$ cat config.mk
export PLATFORM = sky130hd
export DESIGN_NAME = bpu_update_ctrl
export DESIGN_NICKNAME = d
export VERILOG_FILES = /design/src/rtl/bpu_pkg.sv /design/src/rtl/bpu_upd_fifo.sv /design/src/rtl/bpu_update_ctrl.sv
export SDC_FILE = /design/constraint.sdc
export NUM_CORES = 1
export LEC_CHECK = 0
export CAP_MARGIN = 15
export CELL_PAD_IN_SITES_DETAIL_PLACEMENT = 0
export CELL_PAD_IN_SITES_GLOBAL_PLACEMENT = 2
export CORE_ASPECT_RATIO = 1.1
export CORE_MARGIN = 2
export CORE_UTILIZATION = 38
export CTS_CLUSTER_DIAMETER = 50
export CTS_CLUSTER_SIZE = 40
export DETAILED_ROUTE_END_ITERATION = 10
export PLACE_DENSITY_LB_ADDON = 0.1
export SETUP_SLACK_MARGIN = 0.15
export SLEW_MARGIN = 5
export SYNTH_ARGS = -nofsm -noshare
export SYNTH_HDL_FRONTEND = slang
export SYNTH_SLANG_ARGS = --single-unit
$ cat constraint.sdc
create_clock -name clk -period 9.2 [get_ports clk]
set_input_delay 2.3 -clock clk [delete_from_list [all_inputs] [get_ports clk]]
set_output_delay 2.3 -clock clk [all_outputs]
set_load 0.1 [all_outputs]
$ cat src/rtl/bpu_pkg.sv
// bpu_pkg: shared types for the branch predictor update controller.
package bpu_pkg;
    typedef enum logic {ST_INIT = 1'b0, ST_RUN = 1'b1} state_e;
    typedef struct packed {
        logic [31:0] pc;
        logic [31:0] target;
        logic        taken;
        logic        is_branch;
    } upd_t;
    localparam logic [1:0] BHT_CLR = 2'b00;
endpackage

$ cat src/rtl/bpu_upd_fifo.sv
// bpu_upd_fifo: 2-push / 1-pop update FIFO; push A lands ahead of push B.
module bpu_upd_fifo
    import bpu_pkg::*;
#(
    parameter int QDEPTH = 4,
    localparam int AW = $clog2(QDEPTH)
) (
    input  logic        clk,
    input  logic        rst_n,
    input  logic        i_flush,
    input  logic        i_push_a,
    input  upd_t        i_data_a,
    input  logic        i_push_b,
    input  upd_t        i_data_b,
    input  logic        i_pop,
    output upd_t        o_head,
    output logic        o_empty,
    output logic [AW:0] o_free
);
    upd_t        r_mem [QDEPTH];
    logic [AW:0] r_wptr, r_rptr, w_wptr_b;

    assign w_wptr_b = r_wptr + {{AW{1'b0}}, i_push_a};
    assign o_empty  = r_wptr == r_rptr;
    assign o_free   = (AW+1)'(QDEPTH) - (r_wptr - r_rptr);
    assign o_head   = r_mem[r_rptr[AW-1:0]];

    always_ff @(posedge clk or negedge rst_n) begin
        if (!rst_n) begin
            r_wptr <= '0;
            r_rptr <= '0;
        end else if (i_flush) begin
            r_wptr <= '0;
            r_rptr <= '0;
        end else begin
            r_wptr <= w_wptr_b + {{AW{1'b0}}, i_push_b};
            r_rptr <= r_rptr + {{AW{1'b0}}, i_pop};
        end
    end

    always_ff @(posedge clk) begin
        if (i_push_a) r_mem[r_wptr[AW-1:0]] <= i_data_a;
        if (i_push_b) r_mem[w_wptr_b[AW-1:0]] <= i_data_b;
    end
endmodule

$ cat src/rtl/bpu_update_ctrl.sv
// bpu_update_ctrl: serializes predictor table writes; clear sweep after reset/flush,
// then drains merged EX/ID resolve updates through a small FIFO.
module bpu_update_ctrl
    import bpu_pkg::*;
#(
    parameter int QDEPTH = 4,
    parameter int NENT   = 256,
    parameter int IDX_W  = 8
) (
    input  logic             clk,
    input  logic             rst_n,
    input  logic             i_flush_req,
    input  logic             i_id_upd_valid,
    input  logic [31:0]      i_id_upd_pc,
    input  logic [31:0]      i_id_upd_target,
    input  logic             i_id_upd_taken,
    input  logic             i_id_upd_is_branch,
    input  logic             i_ex_upd_valid,
    input  logic [31:0]      i_ex_upd_pc,
    input  logic [31:0]      i_ex_upd_target,
    output logic             o_wr_valid,
    output logic             o_wr_init,
    output logic [IDX_W-1:0] o_wr_index,
    output logic [31:0]      o_wr_pc,
    output logic [31:0]      o_wr_target,
    output logic             o_wr_taken,
    output logic             o_wr_is_branch,
    output logic             o_pred_enable,
    output logic [15:0]      o_drop_cnt
);
    localparam int AW = $clog2(QDEPTH);

    state_e           r_state, w_state_nxt;
    logic [IDX_W-1:0] r_sweep, w_idx;
    logic             w_init_wr, w_run, w_push_ex, w_push_id, w_empty;
    logic [AW:0]      w_free;
    logic [1:0]       w_drop;
    logic [16:0]      w_drop_sum;
    upd_t             w_head, w_ex, w_id;

    assign w_ex = '{pc: i_ex_upd_pc, target: i_ex_upd_target, taken: 1'b1, is_branch: 1'b0};
    assign w_id = '{pc: i_id_upd_pc, target: i_id_upd_target, taken: i_id_upd_taken,
                    is_branch: i_id_upd_is_branch};
    assign w_drop_sum = {1'b0, o_drop_cnt} + {15'd0, w_drop};

    // Free slots are taken before this edge's pop; EX is older so it claims a slot first.
    always_comb begin
        w_init_wr   = i_flush_req || r_state == ST_INIT;
        w_run       = !w_init_wr;
        w_idx       = i_flush_req ? '0 : r_sweep;
        w_state_nxt = (w_init_wr && w_idx != IDX_W'(NENT-1)) ? ST_INIT : ST_RUN;
        w_push_ex   = w_run && i_ex_upd_valid && w_free != '0;
        w_push_id   = w_run && i_id_upd_valid && w_free > (AW+1)'(i_ex_upd_valid);
        w_drop      = w_run ? {1'b0, i_ex_upd_valid && !w_push_ex} + {1'b0, i_id_upd_valid && !w_push_id}
                            : 2'd0;
    end

    always_ff @(posedge clk or negedge rst_n) begin
        if (!rst_n) r_state <= ST_INIT;
        else        r_state <= w_state_nxt;
    end

    always_ff @(posedge clk or negedge rst_n) begin
        if (!rst_n) begin
            r_sweep        <= '0;
            o_wr_valid     <= 1'b0;
            o_wr_init      <= 1'b0;
            o_wr_index     <= '0;
            o_wr_pc        <= '0;
            o_wr_target    <= '0;
            o_wr_taken     <= 1'b0;
            o_wr_is_branch <= 1'b0;
            o_pred_enable  <= 1'b0;
            o_drop_cnt     <= '0;
        end else if (w_init_wr) begin
            r_sweep        <= w_idx + 1'b1;
            o_wr_valid     <= 1'b1;
            o_wr_init      <= 1'b1;
            o_wr_index     <= w_idx;
            o_wr_pc        <= '0;
            o_wr_target    <= '0;
            {o_wr_taken, o_wr_is_branch} <= BHT_CLR;
            o_pred_enable  <= 1'b0;
        end else begin
            o_wr_valid     <= !w_empty;
            o_wr_init      <= 1'b0;
            o_pred_enable  <= 1'b1;
            o_drop_cnt     <= w_drop_sum[16] ? 16'hFFFF : w_drop_sum[15:0];
            if (!w_empty) begin
                o_wr_index     <= w_head.pc[IDX_W+1:2];
                o_wr_pc        <= w_head.pc;
                o_wr_target    <= w_head.target;
                o_wr_taken     <= w_head.taken;
                o_wr_is_branch <= w_head.is_branch;
            end
        end
    end

    bpu_upd_fifo #(.QDEPTH(QDEPTH)) u_fifo (
        .clk      (clk),
        .rst_n    (rst_n),
        .i_flush  (i_flush_req),
        .i_push_a (w_push_ex),
        .i_data_a (w_ex),
        .i_push_b (w_push_id),
        .i_data_b (w_id),
        .i_pop    (w_run && !w_empty),
        .o_head   (w_head),
        .o_empty  (w_empty),
        .o_free   (w_free)
    );
endmodule

==> results_dict.tcl, run 1 <==
set metrics [dict create \
    status "finished, final reports clean" \
    syn-num-nets 1167 \
    port_buffers 227 \
    slowest_stage "clkdlybuf4s50_1" \
    max_stage_delay_ns 0.93 \
    setup_viol 0 \
    synth_edf_count 264 \
    period_needed_ns 6.45 \
    hold_viol_final 0 \
    drt_iter0_markers 559 \
    slew_headroom_pct 25.8 \
    areaGrowthSynthToFinish_pct 24.2 \
    synth_top_cell_area_share_pct 43.9 \
    start_util_pct 38.6 \
    clock-sinks 372 \
    ys.flop_type "edfxtp_1" \
    worst-path-max-fanout 36 \
    grt_overflow_total 0 \
    routed_via_density 5.17 \
    tightest_slew_ns 1.11 \
    grt_max_degree 76 \
    p_per_area_nw_per_um2 171 \
    multi_input_area_um2 7030 \
    hold_path.class "reg2reg" \
    arrival_ns 6.76 \
    wl_met1_um 19900 \
    drive_above_1_share_pct 34.4 \
    clk_pin_slew_ns 0.06 \
    dpl.cell_count 1836 \
    synthArstFlopShare_pct 29.0 \
    grt_setup_unrepaired "false" \
    fin_crit_sh_pct 70.1 \
    slew_viol_final 0 \
    endpoint_kind "register" \
    wl_met3_um 2020 \
    crit_chain "clkdlybuf4s50_1 > nand2b_1 > inv_2 > nand2_1 > nor2_1 > ha_1 > ha_1 > nor2b_1 > o211ai_4 > buf_4 > buf_4 > mux2_2" \
    ios 228 \
    synth_cell_types 51 \
    synth_common_cells "edfxtp_1 (264), mux2_4 (196), dfrtp_1 (108)" \
    gp_congestion 0.735 \
    synth_cells 1017 \
    postCtsHoldBufs 0 \
    wl_per_cell_um 23.8 \
    antenna_found_initial 2 \
    ys_seq_area_share_pct 58.9 \
    row_count 83 \
    n_fill_cell 4058 \
    cts_buffers 42 \
    top_layer "met5" \
    netlist_top_cells_area "edfxtp_1 (44%), mux2_4 (16%), dfrtp_1 (15%), mux4_2 (8.2%), mux2_2 (3.8%)" \
    nets 1394 \
    regArea_um2 10600 \
    wl_um 45600 \
    cts_tree "yes" \
    yosysMostFrequentCell "edfxtp_1" \
    critPathKind "in2reg" \
    grt_use_total_pct 18.8 \
    clock_skew_ns 0.0173 \
    clk-insertion-delay-late_ns 0.57 \
    post_cts.resized_instances 0 \
    dieHeight_um 233 \
    required_ns 9.51 \
    die_area_um2 49300 \
    htreeDepth 2 \
    dpl.hpwl_um 27300 \
    core_area_um2 46800 \
    drv_cap 0 \
    syn-cell-area_um2 18100 \
    postCtsSetupRepairBufs 0 \
    clk_path_buf_depth 3 \
    ys_ff_latch 372 \
    wl_met2_um 22900 \
    synth_warnings 0 \
    avgSynthCellArea_um2 17.8 \
    leakagePower_nw 8.86 \
    dr.pass1.iters 4 \
    pre_cts_slack_ns 2.11 \
    cts-root-buf "clkbuf_16" \
    grt_pass1_wl_um 68200 \
    cp-start-kind "primary input" \
    whs_ns 0.476 \
    route.detailed.drc 0 \
    max_freq_mhz 155 \
    fp.dieW_um 212 \
    fin_cells 1916 \
    grt_pass1_vias 10697 \
    ant_nets 0 \
    vias 9910 \
    yosys.area.top_type "edfxtp_1" \
    worst_slack_ns 2.75 \
    vdd_drop_max_mv 0.119 \
]
==> flip-flops by register name (all words and copies together) (netlist names), 3 cells and up <==
signal / flops
u_fifo.r_rptr: 3
o_wr_pc: 32
r_sweep: 8
u_fifo.r_mem: 264
u_fifo.r_wptr: 3
o_drop_cnt: 16
o_wr_index: 8
o_wr_target: 32
==> final cells by class <==
class / count / share of cell area (%)
inverters: 11 / 0.184
clock inverters: 31 / 1.65
clock buffers: 47 / 5.10
repair buffers: 247 / 10.8
flip-flops and latches: 372 / 47.4
diodes: 1 / 0.0112
multi-input cells: 570 / 31.3
well taps: 637 / 3.55
==> power breakdown <==
part	switching [mW]	internal (mW)
logic	0.0762	0.122
registers	0.00345	1.80
clock network	0.743	1.08
total	0.823	3.00
==> metrics by stage <==
| stage | power [mW] | cell area, um^2 | TNS (ns) | util, % |
|---|---|---|---|---|
| 5_1_grt | 3.95 | 22400 | 0 | 47.9 |
| 3_5_place_dp | 2.04 | 20900 | 0 | 44.7 |
| 4_1_cts | 3.88 | 22400 | 0 | 47.9 |
| 3_3_place_gp | 2.03 | 20900 | 0 | 44.7 |
| 2_1_floorplan | 1.93 | 18100 | -252.92 | - |
| 6_report | 3.83 | 22400 | 0 | 47.9 |
==> worst paths after layout <==
kind / from / end / slack [ns] / cells past startpoint
min: o_wr_pc[2] / o_wr_pc[2] / 0.48 / 1
min reg2reg: o_wr_pc[2] / o_wr_pc[2] / 0.48 / 1
max: i_flush_req / u_fifo.r_mem[2][3] / 2.75 / 12
min in group asynchronous: rst_n / o_wr_pc[17] / 1.79 / 1
max in group asynchronous: rst_n / u_fifo.r_rptr[1] / 5.94 / 2
max reg2reg: u_fifo.r_rptr[0] / u_fifo.r_mem[2][3] / 4.16 / 15
==> worst max-delay path: cells and delay by family <==
kind | cells | cell delay, ns
adder cells (fa/ha/maj) | 2 | 0.54
buffers and inverters | 4 | 2.42
multiplexers | 1 | 0.42
AND/OR/NAND/NOR | 4 | 0.98
AO/OA/AOI/OAI | 1 | 0.07
==> layout by cell type (no fill, tap or decap), types with 8 or more instances in the layout <==
cell type	synthesis	layout
nor2_1	23	23
ha_1	14	14
edfxtp_1	264	264
nand2_1	22	22
nor2b_1	13	13
mux2_2	61	61
xor2_1	10	10
nand3_1	8	8
clkdlybuf4s50_1	0	226
clkbuf_16	0	45
mux2_4	196	196
dfrtp_1	108	106
buf_4	2	21
and2_1	11	11
inv_1	10	10
mux4_2	66	66
a22o_1	59	59
==> per-layer routing <==
metal | vias up | global-route usage [%]
met5 | - | 0
met4 | 2 | 4.34
met3 | 55 | 3.56
met2 | 209 | 32.5
met1 | 5151 | 24.4
li1 | 4493 | -
==> kinds of logic (layout without fill, tap and decap cells) <==
group / after synthesis / count (layout) / synth area share (%)
other: 0 / 1 / 0
XOR/XNOR: 18 / 18 / 0.956
multiplexers: 323 / 323 / 28.3
AND/OR/NAND/NOR: 110 / 110 / 3.32
adder cells (fa/ha/maj): 15 / 15 / 1.08
buffers and inverters: 75 / 336 / 2.70
flip-flops: 372 / 372 / 58.9
AO/OA/AOI/OAI: 104 / 104 / 4.77
Power figures use the tool's default switching activity.
==> inputs of run 2 (changes only) <==
--- a/config.mk
+++ b/config.mk
@@ -10,7 +10,7 @@
 export CELL_PAD_IN_SITES_GLOBAL_PLACEMENT = 2
 export CORE_ASPECT_RATIO = 1.1
 export CORE_MARGIN = 2
-export CORE_UTILIZATION = 38
+export CORE_UTILIZATION = 42
 export CTS_CLUSTER_DIAMETER = 50
 export CTS_CLUSTER_SIZE = 40
 export DETAILED_ROUTE_END_ITERATION = 10
==> constraint.sdc (replaced) <==
create_clock -name clk -period 6.3 [get_ports clk]
set_input_delay 1.575 -clock clk [delete_from_list [all_inputs] [get_ports clk]]
set_output_delay 1.575 -clock clk [all_outputs]
set_load 0.1 [all_outputs]
==> results_dict.tcl, run 2 (synthesized netlist as in run 1, its figures left out) <==
set metrics [dict create \
    regArea_um2 10600 \
    clock-sinks 372 \
    clock_skew_ns 0.0299 \
    final_core_util_pct 52.6 \
    max_freq_mhz 213 \
    whs_ns 0.482 \
    critPathKind "reg2reg" \
    wl_per_cell_um 23.6 \
    fp.dieW_um 202 \
    place_area_um2 21000 \
    slew_headroom_pct 27.7 \
    dr.pass1.iters 4 \
    final_area_um2 22300 \
    period_needed_ns 4.69 \
    start_util_pct 42.6 \
    ant_nets 0 \
    n_fill_cell 3472 \
    clock_power_share_pct 45.2 \
    arrival_ns 5.11 \
    cp-start-kind "register" \
    worst-path-max-fanout 7 \
    p_comb_share_pct 5.3 \
    wl_um 43600 \
    port_buffers 227 \
    areaGrowthSynthToFinish_pct 23.6 \
    grt_max_degree 67 \
    power.switching_mw 1.16 \
    clk_pin_slew_ns 0.06 \
    drive_above_1_share_pct 34.2 \
    multi_input_area_um2 7070 \
    grt_overflow_total 0 \
    htreeDepth 2 \
    post_cts.resized_instances 0 \
    dpl.hpwl_um 25000 \
    p_int_mw 4.15 \
    dieHeight_um 222 \
    ios 228 \
    slew_viol_final 0 \
    clk_path_buf_depth 3 \
    grt_pass1_wl_um 66600 \
    endpoint_kind "register" \
    drt_iter0_markers 507 \
    gp_congestion 0.720 \
    core_area_um2 42400 \
    status "finished, final reports clean" \
    postCtsHoldBufs 0 \
    dpl.cell_count 1771 \
    largest_reg_flops 264 \
    clk-insertion-delay-late_ns 0.57 \
    grt_use_total_pct 19.9 \
    leakagePower_nw 8.84 \
    drv_cap 0 \
    p_per_area_nw_per_um2 238 \
    vdd_drop_max_mv 0.154 \
    grt_pass1_vias 10602 \
    nets 1396 \
    worst_slack_ns 1.61 \
    setup_viol 0 \
    grt_setup_unrepaired "false" \
    fin_crit_sh_pct 74.4 \
    die_area_um2 44700 \
    layout_commonest_cell "edfxtp_1" \
    postCtsSetupRepairBufs 0 \
    fin_cells 1848 \
    route.detailed.drc 0 \
    required_ns 6.72 \
    pre_cts_slack_ns 1.09 \
    vias 9913 \
    final_cell_mix "edfxtp_1 (264), clkdlybuf4s50_1 (226), mux2_4 (196), dfrtp_1 (106), mux4_2 (66)" \
    switching_share_pct 21.9 \
    row_count 79 \
    cts_tree "yes" \
    hold_path.class "reg2reg" \
    routed_via_density 5.36 \
    antenna_found_initial 8 \
    seqPwrFrac_pct 49.5 \
    hold_viol_final 0 \
    tightest_slew_ns 1.08 \
    cts_buffers 40 \
    cts-root-buf "clkbuf_16" \
]
## run 2: routing by layer
metal,track usage (%),vias to the layer above,wire length [um]
li1,-,4500,-
met3,5.07,62,2660
met5,0,-,32
met2,34.0,225,21600
met1,24.9,5120,18400
met4,5.88,6,979
## run 2: final cells by class
cell class              instances  area share [%]
inverters                      11           0.185
multi-input cells             570            31.7
flip-flops and latches        372            47.7
diodes                          5          0.0561
well taps                     567            3.18
clock buffers                  45            4.80
clock inverters                27            1.23
repair buffers                251            11.2
## run 2: power groups by stage
stage | registers, mW | logic, mW | clock network, mW
floorplan | 2.69 | 0.121 | 0
global placement | 2.68 | 0.281 | 0
detailed placement | 2.68 | 0.284 | 0
CTS | 2.63 | 0.286 | 2.47
global route | 2.63 | 0.305 | 2.56
finish | 2.63 | 0.282 | 2.40
## run 2: worst max-delay path, cell delays in order (launching register included)
cell      delay (ns)
dfrtp_1         0.49
inv_1           0.19
ha_1            0.38
ha_1            0.23
xor2_1          0.17
xnor2_2         0.57
nor3b_1         0.15
o21a_1          0.21
ha_1            0.27
and2_1          0.12
ha_1            0.16
inv_1           0.05
fa_1            0.40
and4bb_2        0.39
and3_1          0.28
and3_1          0.19
mux2_2          0.32
## run 2: final timing paths
kind	start	to	slack, ns	cells after the start
max	u_fifo.r_wptr[1]	o_drop_cnt[12]	1.61	16
max in group asynchronous	rst_n	u_fifo.r_rptr[0]	4.25	2
min in group asynchronous	rst_n	o_wr_pc[19]	0.99	1
min reg2reg	o_wr_pc[2]	o_wr_pc[2]	0.48	1
min	o_wr_pc[2]	o_wr_pc[2]	0.48	1
max reg2reg	u_fifo.r_wptr[1]	o_drop_cnt[12]	1.61	16
## run 2: through the flow
step	TNS [ns]	power (mW)
floorplan	-40.46	2.81
global placement	0	2.96
detailed placement	0	2.97
CTS	0	5.39
global route	0	5.50
finish	0	5.32
==> inputs of run 3 (changes only) <==
==> constraint.sdc (replaced) <==
create_clock -name clk -period 4.6 [get_ports clk]
set_input_delay 1.15 -clock clk [delete_from_list [all_inputs] [get_ports clk]]
set_output_delay 1.15 -clock clk [all_outputs]
set_load 0.1 [all_outputs]
==> results_dict.tcl, run 3 (synthesized netlist as in run 1, its figures left out) <==
set metrics [dict create \
    max_stage_delay_ns 0.71 \
    drive_above_1_share_pct 35.8 \
    r2r-start "u_fifo.r_wptr[1]" \
    critPathKind "reg2reg" \
    htreeDepth 2 \
    grt_util_met3_pct 3.84 \
    grt_use_total_pct 19.9 \
    endpoint_kind "register" \
    ant_nets 0 \
    cp_num_buf_inv 2 \
    cts_tree "yes" \
    crit_start "u_fifo.r_wptr[1]" \
    clk-insertion-delay-late_ns 0.58 \
    core_area_um2 42400 \
    dpl.cell_count 1786 \
    reg2reg_slack_ns 0.37 \
    tightest_slew_ns 1.10 \
    n_fill_cell 3455 \
    required_ns 4.90 \
    grt_pass1_vias 10703 \
    leakagePower_nw 9.03 \
    reg2reg_depth 13 \
    status "finished, final reports clean" \
    die_area_um2 44700 \
    vias 9938 \
    fin_crit_sh_pct 92.0 \
    wl_um 44000 \
    min_to "o_wr_pc[5]" \
    clock_skew_ns 0.0301 \
    hold_start "o_wr_pc[5]" \
    r2r_end "u_fifo.r_mem[2][49]" \
    dr.pass1.iters 4 \
    fp.dieW_um 202 \
    hold_viol_final 0 \
    period_needed_ns 4.23 \
    max_freq_mhz 236 \
    ios 228 \
    cts_buffers 41 \
    wl_per_cell_um 23.6 \
    cp_top_family "adder cells" \
    grt_use_met2_pct 34.4 \
    clk_path_buf_depth 3 \
    row_count 79 \
    grt_overflow_total 0 \
    cp_common_cell "ha_1" \
    grt_max_degree 58 \
    grt.met1_usage_pct 25.7 \
    busiest_layer "met2" \
    areaGrowthSynthToFinish_pct 25.7 \
    whs_ns 0.480 \
    setup_viol 0 \
    drt_iter0_markers 456 \
    route.detailed.drc 0 \
    nets 1412 \
    finalSetupTns_ns 0 \
    whs_path_depth 1 \
    worst-path-max-fanout 37 \
    drv_cap 0 \
    largest_reg_flops 264 \
    slew_viol_final 0 \
    final_cell_mix "edfxtp_1 (264), clkdlybuf4s50_1 (226), mux2_4 (196), dfrtp_1 (106), mux4_2 (66)" \
    antenna_found_initial 3 \
    hold_path.class "reg2reg" \
    grt_pass1_wl_um 66600 \
    slowest_stage "buf_4" \
    routed_via_density 5.33 \
    dpl.hpwl_um 26400 \
    grt_setup_unrepaired "false" \
    place_area_um2 21300 \
    gp_congestion 0.726 \
    dieHeight_um 222 \
    fin_cells 1863 \
    crit_chain "inv_1 > ha_1 > ha_4 > xor2_4 > xnor2_4 > nor3b_4 > nor2_1 > ha_1 > ha_1 > nor2b_1 > o211ai_4 > buf_4 > mux2_4" \
    cts-root-buf "clkbuf_16" \
    final_area_um2 22700 \
    slew_headroom_pct 26.7 \
    clock-sinks 372 \
    p_per_area_nw_per_um2 326 \
    cp-start-kind "register" \
    clk_pin_slew_ns 0.07 \
    arrival_ns 4.54 \
    layout_commonest_cell "edfxtp_1" \
    port_buffers 227 \
    start_util_pct 42.6 \
    vdd_drop_max_mv 0.201 \
    p_total_mw 7.40 \
]
==> run 3: cell types whose count changed in the layout (fill, tap and decap cells not counted), sizes merged <==
| cell | change |
|---|---|
| clkbuf | +1 |
| buf | +15 |
| inv | +5 |
| clkinvlp | -3 |
| diode | -4 |
| clkinv | +1 |
==> run 3: worst register-to-register path: stages (launching register included) <==
cell and delay (ns):
dfrtp_1 0.48, inv_1 0.20, ha_1 0.41, ha_4 0.22, xor2_4 0.19, xnor2_4 0.17
nor3b_4 0.27, nor2_1 0.08, ha_1 0.19, ha_1 0.36, nor2b_1 0.22, o211ai_4 0.11
buf_4 0.71, mux2_4 0.37
==> run 3: worst max path at each step <==
stage                           to  slack, ns  cells past startpoint
2_1_floorplan   u_fifo.r_mem[0][0]       0.16                     11
3_3_place_gp        o_drop_cnt[15]       0.11                     15
3_5_place_dp        o_drop_cnt[13]       0.09                     15
4_1_cts        u_fifo.r_mem[2][53]       0.35                     13
5_1_grt        u_fifo.r_mem[2][53]       0.17                     13
6_report       u_fifo.r_mem[2][49]       0.37                     13
==> run 3: through the flow <==
step	setup slack (ns)	util, %
finish	0.367	53.5
global route	0.169	53.5
CTS	0.349	53.5
detailed placement	0.0912	50.2
global placement	0.111	50.2
floorplan	0.163	-
==> run 3: where the power goes <==
group          leakage, nW  internal, mW  total, mW  switching (mW)
Clock                0.680          1.91       3.41            1.50
Combinational         4.49         0.246      0.391           0.144
Sequential            3.86          3.60       3.60         0.00617
Total                 9.03          5.75       7.40            1.65
==> run 3: metal layers <==
metal | share of wire [%] | up-vias
li1 | - | 4534
met1 | 42 | 5134
met2 | 51 | 217
met3 | 5.2 | 49
met4 | 1.7 | 4
met5 | 0.055 | -
==> run 3: what timing repair did <==
| action | in CTS | in global routing |
|---|---|---|
| resized for setup | 0 | 1 |
| endpoints found under the setup margin | 0 | 3 |
| hold buffers | 0 | 0 |
| buffers inserted | 0 | 0 |
==> run 3: final cells by class <==
cell class / instances / area (um^2) / share of cell area, %
antenna: 1 / 2.50 / 0.0110
clock buffer: 46 / 1100 / 4.83
clock inverter: 30 / 315 / 1.39
inverter: 11 / 41.3 / 0.182
multi-input combinational: 570 / 7140 / 31.5
sequential: 372 / 10600 / 46.9
tap: 567 / 709 / 3.13
timing repair buffer: 266 / 2750 / 12.1
